## config.mk

```make
export PLATFORM = sky130hd
export DESIGN_NAME = fetch_ctrl_flat
export DESIGN_NICKNAME = d
export VERILOG_FILES = /design/src/rtl/fetch_pkg.sv /design/src/rtl/fetch_ctrl_if.sv /design/src/rtl/fetch_queue.sv /design/src/rtl/fetch_ctrl.sv /design/src/flat_wrapper.sv
export SDC_FILE = /design/constraint.sdc
export NUM_CORES = 1
export LEC_CHECK = 0
export ABC_AREA = 1
export CORE_MARGIN = 2
export CORE_UTILIZATION = 42
export DETAILED_ROUTE_END_ITERATION = 12
export SLEW_MARGIN = 20
export SYNTH_ARGS = -nofsm -noshare
export SYNTH_HDL_FRONTEND = slang
export SYNTH_HIERARCHICAL = 1
export SYNTH_SLANG_ARGS = --single-unit
```

## constraint.sdc

```tcl
create_clock -name clk -period 7.8 [get_ports clk]
set_input_delay 1.56 -clock clk [delete_from_list [all_inputs] [get_ports clk]]
set_output_delay 1.56 -clock clk [all_outputs]
set_load 0.02 [all_outputs]
```

## src/rtl/fetch_pkg.sv

```systemverilog
// fetch_pkg: shared types and constants for the fetch sequencer.
//   NOP           - instruction shown on decode outputs when the queue is empty
//   ROM_AW        - ROM word address width
//   fetch_state_t - sequencer FSM states
//   fetch_entry_t - one queue entry: an instruction pair plus its PC
package fetch_pkg;

  localparam logic [31:0] NOP    = 32'h0000_0013;
  localparam int          ROM_AW = 10;

  typedef enum logic [1:0] {
    ST_BOOT = 2'd0,
    ST_RUN  = 2'd1,
    ST_HALT = 2'd2
  } fetch_state_t;

  typedef struct packed {
    logic [31:0] pc;
    logic [31:0] instr0;
    logic [31:0] instr1;
    logic        slot1_ok;
  } fetch_entry_t;

endpackage

```

## src/rtl/fetch_ctrl_if.sv

```systemverilog
// fetch_ctrl_if: fetch -> decode instruction-pair channel.
//   dec_valid       - head of the fetch queue holds a pair
//   dec_ready       - decode accepts the head on this rising edge
//   dec_pc          - PC of slot 0
//   dec_instr0/1    - instructions at dec_pc and dec_pc+4
//   dec_slot1_valid - slot 1 instruction is usable
// Handshake: a pair transfers on every rising edge where dec_valid and
// dec_ready are both 1. dec_valid does not depend on dec_ready, and the
// payload is stable while dec_valid=1 and dec_ready=0 (a redirect or reset
// may still withdraw it).
interface fetch_ctrl_if;
  logic        dec_valid;
  logic        dec_ready;
  logic [31:0] dec_pc;
  logic [31:0] dec_instr0;
  logic [31:0] dec_instr1;
  logic        dec_slot1_valid;

  modport master (
    output dec_valid, dec_pc, dec_instr0, dec_instr1, dec_slot1_valid,
    input  dec_ready
  );

  modport slave (
    input  dec_valid, dec_pc, dec_instr0, dec_instr1, dec_slot1_valid,
    output dec_ready
  );
endinterface

```

## src/rtl/fetch_queue.sv

```systemverilog
// fetch_queue: synchronous FIFO of DEPTH instruction-pair entries.
//   push/push_data - write an entry (dropped if full and not popping)
//   pop            - remove the head (ignored when empty)
//   flush          - empty the queue; overrides push and pop
//   head           - current head entry (meaningful only when count != 0)
//   count          - number of stored entries, 0..DEPTH
module fetch_queue
  import fetch_pkg::*;
#(
  parameter int DEPTH = 4
) (
  input  logic                     clk,
  input  logic                     rst_n,
  input  logic                     push,
  input  fetch_entry_t             push_data,
  input  logic                     pop,
  input  logic                     flush,
  output fetch_entry_t             head,
  output logic [$clog2(DEPTH):0]   count
);

  localparam int PW = $clog2(DEPTH);

  fetch_entry_t  mem_q [DEPTH];
  fetch_entry_t  mem_d [DEPTH];
  logic [PW-1:0] rd_ptr_q, rd_ptr_d;
  logic [PW-1:0] wr_ptr_q, wr_ptr_d;
  logic [PW:0]   count_q, count_d;
  logic          pop_eff;
  logic          push_eff;

  always_comb begin
    mem_d    = mem_q;
    rd_ptr_d = rd_ptr_q;
    wr_ptr_d = wr_ptr_q;
    count_d  = count_q;
    pop_eff  = pop && (count_q != '0);
    // A full queue still accepts a push when the head leaves on the same edge.
    push_eff = push && ((count_q != (PW+1)'(DEPTH)) || pop_eff);
    if (flush) begin
      rd_ptr_d = '0;
      wr_ptr_d = '0;
      count_d  = '0;
    end else begin
      if (push_eff) begin
        mem_d[wr_ptr_q] = push_data;
        wr_ptr_d        = wr_ptr_q + PW'(1);
      end
      if (pop_eff) begin
        rd_ptr_d = rd_ptr_q + PW'(1);
      end
      count_d = count_q + (PW+1)'(push_eff) - (PW+1)'(pop_eff);
    end
  end

  // Storage needs no reset: nothing reads it while count is zero.
  always_ff @(posedge clk) begin
    mem_q <= mem_d;
  end

  always_ff @(posedge clk or negedge rst_n) begin
    if (!rst_n) begin
      rd_ptr_q <= '0;
      wr_ptr_q <= '0;
      count_q  <= '0;
    end else begin
      rd_ptr_q <= rd_ptr_d;
      wr_ptr_q <= wr_ptr_d;
      count_q  <= count_d;
    end
  end

  assign head  = mem_q[rd_ptr_q];
  assign count = count_q;

endmodule

```

## src/rtl/fetch_ctrl.sv

```systemverilog
// fetch_ctrl: dual-issue fetch sequencer between instruction ROM and decode.
//   clk, rst_n         - clock, asynchronous active-low reset
//   rom_addr           - ROM word address (pc[11:2]), from the PC register
//   rom_instr1/2       - ROM words rom_addr / rom_addr+1, valid the cycle after sampling
//   redirect_valid/pc  - load a new PC (bits [1:0] ignored), flushes stale fetches
//   halt               - stop issuing fetches
//   dec                - decode channel (fetch_ctrl_if master)
//   halted             - FSM is in HALT
//   dbg_state          - current FSM state, for observation
module fetch_ctrl
  import fetch_pkg::*;
#(
  parameter int          DEPTH    = 4,
  parameter logic [31:0] RESET_PC = 32'h0000_0000
) (
  input  logic              clk,
  input  logic              rst_n,
  output logic [ROM_AW-1:0] rom_addr,
  input  logic [31:0]       rom_instr1,
  input  logic [31:0]       rom_instr2,
  input  logic              redirect_valid,
  input  logic [31:0]       redirect_pc,
  input  logic              halt,
  fetch_ctrl_if.master      dec,
  output logic              halted,
  output fetch_state_t      dbg_state
);

  localparam int PW = $clog2(DEPTH);

  fetch_state_t state_q, state_d;
  logic [31:0]  pc_q, pc_d;
  logic         inflight_q, inflight_d;
  logic [31:0]  inflight_pc_q, inflight_pc_d;

  fetch_entry_t q_head;
  fetch_entry_t q_push_data;
  logic [PW:0]  q_count;
  logic         q_push;
  logic         q_pop;
  logic         pop;
  logic [PW+1:0] credit_used;
  logic         credit_ok;
  logic         issue;

  assign dec.dec_valid = (q_count != '0);
  assign pop           = dec.dec_valid && dec.dec_ready;

  // Queue slots already spoken for after this edge: stored pairs plus the
  // returning read, minus the pair leaving now. A new fetch needs a free one.
  assign credit_used = {1'b0, q_count} + (PW+2)'(inflight_q) - (PW+2)'(pop);
  assign credit_ok   = credit_used < (PW+2)'(DEPTH);

  always_comb begin
    state_d       = state_q;
    pc_d          = pc_q;
    inflight_d    = 1'b0;
    inflight_pc_d = inflight_pc_q;
    issue         = 1'b0;
    if (redirect_valid) begin
      state_d = ST_RUN;
      pc_d    = redirect_pc & 32'hFFFF_FFFC;
    end else begin
      case (state_q)
        ST_BOOT: state_d = ST_RUN;
        ST_RUN:  if (halt) state_d = ST_HALT;
        ST_HALT: state_d = ST_HALT;
        default: state_d = ST_BOOT;
      endcase
      issue = (state_q != ST_HALT) && !halt && credit_ok;
      if (issue) begin
        inflight_d    = 1'b1;
        inflight_pc_d = pc_q;
        pc_d          = pc_q + 32'd8;
      end
    end
  end

  // The response to last edge's fetch is on the ROM outputs now; a redirect
  // makes it stale, so it is dropped together with the flush.
  always_comb begin
    q_push      = inflight_q && !redirect_valid;
    q_pop       = pop && !redirect_valid;
    q_push_data = '{pc:       inflight_pc_q,
                    instr0:   rom_instr1,
                    instr1:   rom_instr2,
                    slot1_ok: (inflight_pc_q[11:2] != 10'h3FF)};
  end

  always_ff @(posedge clk or negedge rst_n) begin
    if (!rst_n) begin
      state_q       <= ST_BOOT;
      pc_q          <= RESET_PC;
      inflight_q    <= 1'b0;
      inflight_pc_q <= '0;
    end else begin
      state_q       <= state_d;
      pc_q          <= pc_d;
      inflight_q    <= inflight_d;
      inflight_pc_q <= inflight_pc_d;
    end
  end

  fetch_queue #(.DEPTH(DEPTH)) u_queue (
    .clk       (clk),
    .rst_n     (rst_n),
    .push      (q_push),
    .push_data (q_push_data),
    .pop       (q_pop),
    .flush     (redirect_valid),
    .head      (q_head),
    .count     (q_count)
  );

  assign dec.dec_pc          = dec.dec_valid ? q_head.pc       : 32'h0;
  assign dec.dec_instr0      = dec.dec_valid ? q_head.instr0   : NOP;
  assign dec.dec_instr1      = dec.dec_valid ? q_head.instr1   : NOP;
  assign dec.dec_slot1_valid = dec.dec_valid && q_head.slot1_ok;

  assign rom_addr  = pc_q[11:2];
  assign halted    = (state_q == ST_HALT);
  assign dbg_state = state_q;

endmodule

```

## src/flat_wrapper.sv

```systemverilog
// flat-port wrapper written by rule: the top's interface ports become plain ports
module fetch_ctrl_flat import fetch_pkg::*;
#(
  parameter int          DEPTH    = 4,
  parameter logic [31:0] RESET_PC = 32'h0000_0000
)
  (clk, rst_n, rom_addr, rom_instr1, rom_instr2, redirect_valid, redirect_pc, halt, halted, dbg_state, dec_dec_valid, dec_dec_pc, dec_dec_instr0, dec_dec_instr1, dec_dec_slot1_valid, dec_dec_ready);
  fetch_ctrl_if dec_i ();
  input  logic clk;
  input  logic rst_n;
  output logic [ROM_AW-1:0] rom_addr;
  input  logic [31:0] rom_instr1;
  input  logic [31:0] rom_instr2;
  input  logic redirect_valid;
  input  logic [31:0] redirect_pc;
  input  logic halt;
  output logic halted;
  output fetch_state_t dbg_state;
  output wire logic [$bits(dec_i.dec_valid)-1:0] dec_dec_valid;
  output wire logic [$bits(dec_i.dec_pc)-1:0] dec_dec_pc;
  output wire logic [$bits(dec_i.dec_instr0)-1:0] dec_dec_instr0;
  output wire logic [$bits(dec_i.dec_instr1)-1:0] dec_dec_instr1;
  output wire logic [$bits(dec_i.dec_slot1_valid)-1:0] dec_dec_slot1_valid;
  input wire logic [$bits(dec_i.dec_ready)-1:0] dec_dec_ready;
  assign dec_dec_valid = dec_i.dec_valid;
  assign dec_dec_pc = dec_i.dec_pc;
  assign dec_dec_instr0 = dec_i.dec_instr0;
  assign dec_dec_instr1 = dec_i.dec_instr1;
  assign dec_dec_slot1_valid = dec_i.dec_slot1_valid;
  assign dec_i.dec_ready = dec_dec_ready;
  fetch_ctrl #(.DEPTH(DEPTH), .RESET_PC(RESET_PC)) u_core (.clk(clk), .rst_n(rst_n), .rom_addr(rom_addr), .rom_instr1(rom_instr1), .rom_instr2(rom_instr2), .redirect_valid(redirect_valid), .redirect_pc(redirect_pc), .halt(halt), .dec(dec_i), .halted(halted), .dbg_state(dbg_state));
endmodule
```

==> results of run 1 <==
==> power by group through the flow <==
| stage | registers, µW | clock network, µW | logic (µW) |
|---|---|---|---|
| after floorplan | 3080 | 0 | 560 |
| after global placement | 3150 | 0 | 880 |
| after detailed placement | 3160 | 0 | 890 |
| after CTS | 3120 | 2240 | 895 |
| after global routing | 3150 | 2350 | 983 |
| final | 3110 | 2180 | 883 |
==> cell usage after synthesis, drive strengths merged <==
cell | count | area share [%]
conb | 1 | 0.019
or2 | 6 | 0.19
inv | 147 | 2.8
a21oi | 1 | 0.026
nand3 | 67 | 1.8
xnor2 | 3 | 0.13
fa | 1 | 0.10
buf | 52 | 2.3
nand2 | 300 | 5.9
clkbuf | 53 | 1.0
edfxtp | 388 | 60
clkinv | 1 | 0.019
nor2 | 352 | 7.1
o21ai | 213 | 5.4
xor2 | 5 | 0.22
ha | 14 | 0.90
o22ai | 97 | 3.1
nand4 | 9 | 0.32
nor3 | 2 | 0.077
dfrtp | 70 | 9.0
==> area by class of cell <==
cell class                      instances  share of cell area [%]
Clock buffer                           68                   5.778
Inverter                              148                   2.394
Sequential cell                       458                   57.02
Clock inverter                         19                  0.6598
Tap cell                              607                   3.230
Multi-Input combinational cell       1078                   21.34
Timing Repair Buffer                  228                   9.588
==> how the worst max path moves through the flow <==
stage | end | slack, ns | start
after floorplan | u_core/u_queue/mem_q[0]$_DFFE_PP_ | 0.62 | redirect_valid
after global placement | dec_dec_pc[16] | 2.68 | u_core/u_queue/rd_ptr_q[1]$_DFFE_PN0P_
after detailed placement | u_core/inflight_pc_q[18]$_DFFE_PN0P_ | 2.95 | dec_dec_ready
after CTS | dec_dec_instr0[14] | 2.35 | u_core/u_queue/rd_ptr_q[0]$_DFFE_PN0P_
after global routing | dec_dec_instr0[14] | 2.18 | u_core/u_queue/rd_ptr_q[0]$_DFFE_PN0P_
final | dec_dec_instr0[14] | 2.48 | u_core/u_queue/rd_ptr_q[0]$_DFFE_PN0P_
==> routing by layer <==
metal | global-route usage [%] | routed length [µm] | up-vias
met5 | 0 | 0 | -
met2 | 31.13 | 21780 | 299
met1 | 25.22 | 20250 | 6407
li1 | - | - | 6430
met3 | 3.313 | 2162 | 73
met4 | 5.190 | 1048 | 0
==> kinds of logic after synthesis <==
group / count (synthesis) / synth area share [%]
adders and majority gates: 15 / 0.9978
xor gates and xnor gates: 8 / 0.3582
buffers and inverters: 253 / 6.179
and+or+nand+nor: 736 / 15.35
other: 1 / 0.01917
AOI/OAI and AO/OA: 311 / 8.577
DFF: 458 / 68.52
==> stage by stage <==
stage                     hold slack (ns)  instance area (µm²)  setup WS (ns)  power, µW  instances
after floorplan                    0.4650                19590         0.6244       3640       1789
after global placement             0.4944                21990          2.678       4033       2519
after detailed placement           0.5138                22000          2.952       4054       2519
after CTS                          0.5296                23510          2.349       6255       2606
after global routing               0.5547                23520          2.175       6476       2606
final                              0.5238                23520          2.477       6178       2606
==> worst max-delay path, cell delays in order, from the launching register on <==
cell             delay (ns)
dfrtp_4                0.71
inv_6                  0.78
buf_4                  0.48
nor2_1                 0.07
o22ai_1                0.17
inv_1                  0.06
nor2_1                 0.20
clkdlybuf4s50_1        0.65
==> registers in the layout, indices dropped and copies added, names as in the netlist <==
| register | cells |
|---|---|
| u_core/dbg_state | 2 |
| u_core/u_queue/wr_ptr_q | 2 |
| u_core/u_queue/mem_q | 388 |
| u_core/pc_q | 30 |
| u_core/u_queue/count | 3 |
| u_core/inflight_pc_q | 30 |
| u_core/inflight_q | 1 |
| u_core/u_queue/rd_ptr_q | 2 |
==> cell usage in the layout, fill, tap and decap left out, types with 2 or more instances in the layout <==
master           instances
edfxtp_1               388
nor2_1                 334
nand2_1                293
clkdlybuf4s50_1        208
o21ai_0                151
inv_1                  143
o22ai_1                 97
dfrtp_1                 68
nand3_1                 65
o21ai_1                 62
clkbuf_16               50
buf_4                   17
clkbuf_1                14
ha_1                    14
nor2_4                  11
clkinv_1                10
nand4_1                  8
conb_1                   8
nor2_2                   7
nand2_2                  6
xor2_1                   5
clkbuf_8                 4
clkinv_2                 4
or2_1                    4
inv_6                    3
xnor2_1                  3
bufinv_16                2
or2_2                    2
inv_2                    2
buf_12                   2
==> results.sh, run 1 <==
export IMPL_grt_ovfl_total=0
export IMPL_sw_frac_of_total_pct=26.71
export IMPL_fin_skew_ns=0.01952
export IMPL_grt_max_degree=137
export IMPL_p_leak_uw=0.008885
export IMPL_design_die_area_um2=48320
export IMPL_p_int_uw=4528
export IMPL_critPathArrivalTime_ns=3.76
export IMPL_critPathKind="register to output pin"
export IMPL_fp_dieW_um=219.8
export IMPL_route_vias_total=13210
export IMPL_peakVddDrop_uv=163.3
export IMPL_slew_violations=0
export IMPL_antenna_found_initial=0
export IMPL_status="finished, final reports clean"
export IMPL_cts_max_level=2
export IMPL_ant_nets=0
export IMPL_p_clk_share_pct=35.3
export IMPL_setup_tns_ns=0
export IMPL_drcViolationCount=0
export IMPL_dp_hpwl_um=25840
export IMPL_p_sw_uw=1650
export IMPL_netlist_area_um2=19560
export IMPL_final_util_pct=50.84
export IMPL_clock_path_buffers=3
export IMPL_viasPerCell=5.069
export IMPL_cts_resized=0
export IMPL_final_net_count=2079
export IMPL_cts_buffers=49
export IMPL_start_kind="register"
export IMPL_p_comb_share_pct=14.3
export IMPL_ys_seq_elements=458
export IMPL_max_slew_margin_pct=30.24
export IMPL_first_pass_iters=5
export IMPL_rsz0062_at_grt="no"
export IMPL_multi_input_area_um2=5017
export IMPL_dr_first_iter_drc_count=823
export IMPL_portBuffers=209
export IMPL_ys_types=37
export IMPL_worstRegToRegCells=15
export IMPL_layout_min_cycle_time_ns=5.323
export IMPL_tightest_slew_ns=1.046
export IMPL_path_clk_slew_ns=0.06
export IMPL_crit_path_end_kind="output pin"
export IMPL_finalCritPeriodShare_pct=68.25
export IMPL_r2r_start="u_core/u_queue/count[1]$_DFF_PN0_"
export IMPL_r2r_end="u_core/pc_q[15]$_DFFE_PN0P_"
export IMPL_syn_area_per_cell_um2=10.98
export IMPL_min_from="u_core/inflight_pc_q[17]$_DFFE_PN0P_"
export IMPL_cts_tree="done"
export IMPL_track_usage_pct=18.68
export IMPL_fill_cells=4174
export IMPL_fmax_mhz=187.9
export IMPL_rows=79
export IMPL_drv_cap=0
export IMPL_ys_seq_area_share_pct=68.52
export IMPL_cts_root_buf="clkbuf_16"
export IMPL_synthCells=1782
export IMPL_grt_pass1_wl_um=70100
export IMPL_gp_congestion=0.8679
export IMPL_crit_path_max_fanout=136
export IMPL_cts_setup_buffers=0
export IMPL_design_portCount=212
export IMPL_wl_per_cell_um=17.36
export IMPL_finalHoldViolCount=0
export IMPL_seq_area_um2=13410
export IMPL_antenna_cells=0
export IMPL_clock_sinks=458
export IMPL_initial_utilization_pct=42.29
export IMPL_grt_pass1_vias=12720
export IMPL_die_h_um=219.8
export IMPL_hp_class="register to register"
export IMPL_ff2ff_setup_slack_ns=4.34
export IMPL_core_area_um2=46260
export IMPL_finalSetupViolCount=0
export IMPL_pwr_share_seq_pct=50.4
export IMPL_cts_hold_buffers=0
export IMPL_yosys_warnings=6
export IMPL_final_layout_size_suffix_gt1_share_pct=6.053
export IMPL_critPathRequiredTime_ns=6.24
export IMPL_wirelength_um=45240
export IMPL_area_growth_syn_to_layout_pct=20.22
export IMPL_pwr_density_cell_nw_per_um2=262.7
export IMPL_holdPathEnd="u_core/u_queue/mem_q[276]$_DFFE_PP_"
export IMPL_hold_depth=0
export IMPL_clk_latency_ns=0.58
Note: power is estimated with default switching activity, not from simulation.
==> run 2, diff against run 1 <==
==> constraint.sdc (replaced) <==
create_clock -name clk -period 5.6 [get_ports clk]
set_input_delay 1.12 -clock clk [delete_from_list [all_inputs] [get_ports clk]]
set_output_delay 1.12 -clock clk [all_outputs]
set_load 0.02 [all_outputs]
==> results.sh, run 2 (synthesis results as in run 1) <==
export IMPL_finalHoldViolCount=0
export IMPL_fp_dieW_um=219.8
export IMPL_final_net_count=2080
export IMPL_crit_chain="inv_6 > buf_4 > nor2_1 > o22ai_1 > inv_1 > nor2_1 > clkdlybuf4s50_1"
export IMPL_fmax_mhz=210.5
export IMPL_final_area_um2=23630
export IMPL_antenna_cells=0
export IMPL_critPathRequiredTime_ns=4.48
export IMPL_critPathArrivalTime_ns=3.63
export IMPL_critPathKind="register to output pin"
export IMPL_dr_first_iter_drc_count=795
export IMPL_grt_ovfl_total=0
export IMPL_clk_latency_ns=0.57
export IMPL_crit_buf_inv=4
export IMPL_r2r_start="u_core/u_queue/count[1]$_DFF_PN0_"
export IMPL_hp_class="register to register"
export IMPL_final_common_cell="edfxtp_1"
export IMPL_cpMaxStageDelayCell="dfrtp_4"
export IMPL_layout_min_cycle_time_ns=4.752
export IMPL_status="finished, final reports clean"
export IMPL_cp_top_family="buffers and inverters"
export IMPL_r2r_end="u_core/pc_q[15]$_DFFE_PN0P_"
export IMPL_cpPeakStageDelay_ns=0.73
export IMPL_min_from="u_core/inflight_pc_q[24]$_DFFE_PN0P_"
export IMPL_holdPathEnd="u_core/u_queue/mem_q[283]$_DFFE_PP_"
export IMPL_grt_pass1_wl_um=70730
export IMPL_slew_violations=0
export IMPL_first_pass_iters=5
export IMPL_cp_common_cell="nor2_1"
export IMPL_ant_nets=0
export IMPL_wirelength_um=45750
export IMPL_final_layout_size_suffix_gt1_share_pct=6.484
export IMPL_finalCritPeriodShare_pct=84.85
export IMPL_ff2ff_setup_slack_ns=2.50
export IMPL_viasPerCell=5.074
export IMPL_design_die_area_um2=48320
export IMPL_seq_area_um2=13410
export IMPL_max_slew_margin_pct=36.22
export IMPL_fin_skew_ns=0.01207
export IMPL_hold_depth=0
export IMPL_cts_resized=0
export IMPL_cts_tree="done"
export IMPL_fill_cells=4112
export IMPL_pwr_density_cell_nw_per_um2=369.8
export IMPL_cts_root_buf="clkbuf_16"
export IMPL_cts_buffers=49
export IMPL_clock_sinks=458
export IMPL_regMostFlops="u_core/u_queue/mem_q"
export IMPL_tightest_slew_ns=0.9554
export IMPL_path_clk_slew_ns=0.06
export IMPL_crit_path_end_kind="output pin"
export IMPL_route_vias_total=13250
export IMPL_cts_max_level=2
export IMPL_area_growth_syn_to_layout_pct=20.82
export IMPL_track_usage_pct=18.87
export IMPL_cts_hold_buffers=0
export IMPL_initial_utilization_pct=42.29
export IMPL_p_leak_uw=0.008949
export IMPL_finalSetupViolCount=0
export IMPL_grt_max_degree=99
export IMPL_largest_reg_flops=388
export IMPL_crit_path_max_fanout=98
export IMPL_reg_largest_list="u_core/u_queue/mem_q (388), u_core/inflight_pc_q (30), u_core/pc_q (30)"
export IMPL_rows=79
export IMPL_drcViolationCount=0
export IMPL_placed_area_um2=22040
export IMPL_worstRegToRegCells=14
export IMPL_hold_slack_ns=0.5222
export IMPL_most_common_layout_cells="edfxtp_1 (388), nor2_1 (334), nand2_1 (293)"
export IMPL_portBuffers=209
export IMPL_drv_cap=0
export IMPL_core_area_um2=46260
export IMPL_rsz0062_at_grt="no"
export IMPL_clock_path_buffers=3
export IMPL_peakVddDrop_uv=227.4
export IMPL_antenna_found_initial=0
export IMPL_grt_pass1_vias=12800
export IMPL_design_portCount=212
export IMPL_wl_per_cell_um=17.52
export IMPL_die_h_um=219.8
export IMPL_dp_hpwl_um=26140
export IMPL_gp_congestion=0.8588
export IMPL_multi_input_area_um2=5012
export IMPL_cts_setup_buffers=0
export IMPL_start_kind="register"
==> run 2: cell count changes in the layout (fill, tap and decap cells not counted), moves of 2 or more <==
cell,previous run,this run
buf_4,17,15
clkinv_2,4,11
buf_12,2,5
bufinv_16,2,4
clkinv_1,10,7
==> run 2: area by class of cell <==
type	instances	share of cell area, %
clock buffer	68	5.797
clock inverter	24	0.9476
inverter	148	2.372
multi-input combinational	1078	21.21
sequential	458	56.73
tap	607	3.214
timing repair buffer	229	9.731
==> run 2: power by group <==
| part | switching, µW | leakage, µW | internal, µW | total [µW] |
|---|---|---|---|---|
| combinational | 740 | 0.00378 | 491 | 1230 |
| clock | 1280 | 0.000789 | 1890 | 3180 |
| sequential | 296 | 0.00438 | 4040 | 4330 |
| total | 2320 | 0.00895 | 6420 | 8740 |
==> run 2: per-stage QoR <==
stage | power, µW | setup TNS (ns) | cells | worst slack [ns] | util [%]
floorplan | 5070 | -440.60 | 1789 | -1.136 | -
global placement | 5611 | 0 | 2520 | 1.458 | 47.64
detailed placement | 5643 | 0 | 2520 | 1.425 | 47.64
CTS | 8833 | 0 | 2612 | 0.7789 | 51.09
global route | 9129 | 0 | 2612 | 0.6052 | 51.09
finish | 8740 | 0 | 2612 | 0.8483 | 51.09
==> run 2: metal layers <==
metal  GRT usage [%]  share of wire [%]
met3           3.078                5.2
met5               0                  0
met2           30.85                 48
met1           26.16                 45
met4           5.190                1.8
==> run 2: worst max path at each step <==
| stage | start | to | cells past startpoint |
|---|---|---|---|
| floorplan | redirect_valid | u_core/u_queue/mem_q[0]$_DFFE_PP_ | 7 |
| global placement | u_core/u_queue/rd_ptr_q[0]$_DFFE_PN0P_ | dec_dec_pc[16] | 6 |
| detailed placement | u_core/u_queue/rd_ptr_q[0]$_DFFE_PN0P_ | dec_dec_instr0[20] | 7 |
| CTS | u_core/u_queue/rd_ptr_q[0]$_DFFE_PN0P_ | dec_dec_instr0[20] | 7 |
| global route | u_core/u_queue/rd_ptr_q[0]$_DFFE_PN0P_ | dec_dec_instr1[9] | 7 |
| finish | u_core/u_queue/rd_ptr_q[0]$_DFFE_PN0P_ | dec_dec_instr0[20] | 7 |
==> run 2: worst reg2reg max path: stages (launching register included) <==
cell and delay (ns):
dfrtp_1 0.51, nor3_4 0.30, nor2_1 0.07, ha_1 0.18
inv_1 0.05, ha_1 0.23, inv_1 0.06, nor2_1 0.03
nand2_1 0.09, nand2_1 0.06, nand2_1 0.09, nand4_2 0.36
nand2_1 0.75, nand2_1 0.12, o21ai_1 0.11
==> run 3, diff against run 2 <==
==> constraint.sdc (replaced) <==
create_clock -name clk -period 4.4 [get_ports clk]
set_input_delay 0.88 -clock clk [delete_from_list [all_inputs] [get_ports clk]]
set_output_delay 0.88 -clock clk [all_outputs]
set_load 0.02 [all_outputs]
==> results.sh, run 3 (synthesis results as in run 1) <==
export IMPL_portBuffers=209
export IMPL_antenna_cells=0
export IMPL_tightest_slew_ns=0.9308
export IMPL_wl_per_cell_um=17.52
export IMPL_grt_max_degree=171
export IMPL_viasPerCell=5.062
export IMPL_antenna_found_initial=0
export IMPL_clk_latency_ns=0.57
export IMPL_hp_class="register to register"
export IMPL_area_growth_syn_to_layout_pct=20.63
export IMPL_finalSetupViolCount=0
export IMPL_rows=79
export IMPL_crit_buf_inv=3
export IMPL_cts_hold_buffers=0
export IMPL_crit_path_max_fanout=170
export IMPL_wl_met2_um=22300
export IMPL_layout_cells_non_filler=2605
export IMPL_max_slew_margin_pct=37.95
export IMPL_cts_tree="done"
export IMPL_drcViolationCount=0
export IMPL_design_portCount=212
export IMPL_rsz0062_at_grt="no"
export IMPL_wl_met3_um=2523
export IMPL_cts_resized=0
export IMPL_first_pass_iters=5
export IMPL_most_common_layout_cells="edfxtp_1 (388), nor2_1 (334), nand2_1 (293)"
export IMPL_core_area_um2=46260
export IMPL_worst_slack_ns=0.3221
export IMPL_met1_length_um=19990
export IMPL_grt_ovfl_total=0
export IMPL_start_kind="register"
export IMPL_fmax_mhz=245.2
export IMPL_grt_pass1_vias=12620
export IMPL_fin_skew_ns=0.01812
export IMPL_finalCritPeriodShare_pct=92.68
export IMPL_post_place_ws_ns=0.7418
export IMPL_path_clk_slew_ns=0.06
export IMPL_status="finished, final reports clean"
export IMPL_cpMaxStageDelayCell="clkdlybuf4s50_1"
export IMPL_peakVddDrop_uv=314.1
export IMPL_route_vias_total=13190
export IMPL_grt_pass1_wl_um=70710
export IMPL_track_usage_pct=18.90
export IMPL_fp_dieW_um=219.8
export IMPL_dp_hpwl_um=26240
export IMPL_pwr_density_cell_nw_per_um2=462.9
export IMPL_clock_sinks=458
export IMPL_cts_buffers=47
export IMPL_cpPeakStageDelay_ns=0.66
export IMPL_critPathRequiredTime_ns=3.52
export IMPL_critPathArrivalTime_ns=3.20
export IMPL_regMostFlops="u_core/u_queue/mem_q"
export IMPL_reg_largest_list="u_core/u_queue/mem_q (388), u_core/inflight_pc_q (30), u_core/pc_q (30)"
export IMPL_p_leak_uw=0.008915
export IMPL_final_layout_size_suffix_gt1_share_pct=6.156
export IMPL_final_util_pct=51.01
export IMPL_dr_first_iter_drc_count=956
export IMPL_design_die_area_um2=48320
export IMPL_largest_reg_flops=388
export IMPL_cts_setup_buffers=0
export IMPL_crit_path_end_kind="output pin"
export IMPL_initial_utilization_pct=42.29
export IMPL_final_common_cell="edfxtp_1"
export IMPL_finalHoldViolCount=0
export IMPL_wirelength_um=45640
export IMPL_ff2ff_setup_slack_ns=1.44
export IMPL_cts_max_level=2
export IMPL_cts_root_buf="clkbuf_16"
export IMPL_top_layer="met4"
export IMPL_final_net_count=2081
export IMPL_crit_chain="buf_12 > o21ai_0 > o22ai_1 > inv_1 > nor2_1 > clkdlybuf4s50_1"
export IMPL_ant_nets=0
export IMPL_critPathKind="register to output pin"
export IMPL_dpl_cell_count=2523
export IMPL_clock_path_buffers=3
export IMPL_slew_violations=0
export IMPL_cp_top_family="buffers and inverters"
export IMPL_gp_congestion=0.8473
export IMPL_die_h_um=219.8
export IMPL_layout_min_cycle_time_ns=4.078
export IMPL_drv_cap=0
-- run 3: cell count changes in the layout (fill, tap and decap cells not counted), sizes merged --
cell	delta
clkinv	-5
clkbuf	-4
buf	+3
clkinvlp	+2
inv	-2
bufinv	-1
-- run 3: per-layer routing --
metal / global-route usage, % / vias up
met5: 0 / -
li1: - / 6422
met4: 4.787 / 0
met1: 25.67 / 6374
met2: 31.49 / 338
met3: 3.354 / 53
-- run 3: stage by stage --
| step | setup TNS, ns | hold slack, ns | total power, µW | area (µm²) |
|---|---|---|---|---|
| 4_1_cts | 0 | 0.5140 | 11050 | 23600 |
| 5_1_grt | 0 | 0.5372 | 11420 | 23600 |
| 3_3_place_gp | 0 | 0.4977 | 7158 | 22130 |
| 3_5_place_dp | 0 | 0.5031 | 7200 | 22130 |
| 6_report | 0 | 0.5202 | 10920 | 23600 |
| 2_1_floorplan | -204.98 | 0.4650 | 6450 | 19600 |
-- run 3: final timing paths --
check                                                       start  cells after the start                                endpoint
hold / removal               u_core/inflight_pc_q[17]$_DFFE_PN0P_                      0     u_core/u_queue/mem_q[373]$_DFFE_PP_
hold reg to reg              u_core/inflight_pc_q[17]$_DFFE_PN0P_                      0     u_core/u_queue/mem_q[373]$_DFFE_PP_
max in group asynchronous                                   rst_n                      2  u_core/u_queue/rd_ptr_q[0]$_DFFE_PN0P_
setup reg to reg                u_core/u_queue/count[1]$_DFF_PN0_                     13       u_core/u_queue/count[2]$_DFF_PN0_
min in group asynchronous                                   rst_n                      2         u_core/dbg_state[0]$_DFFE_PN0P_
setup / recovery           u_core/u_queue/rd_ptr_q[0]$_DFFE_PN0P_                      6                      dec_dec_instr0[31]
-- run 3: power breakdown --
part | internal (µW) | switching (µW)
Clock | 2250 | 1580
Combinational | 632 | 937
Sequential | 5130 | 389
Total | 8020 | 2910
-- run 3: area by class of cell --
class                           count  area (µm²)
Sequential cell                   458       13410
Fill cell                        4155       22660
Clock inverter                     18       160.2
Timing Repair Buffer              232        2385
Clock buffer                       64        1313
Inverter                          148       560.5
Multi-Input combinational cell   1078        5012
Tap cell                          607       759.5
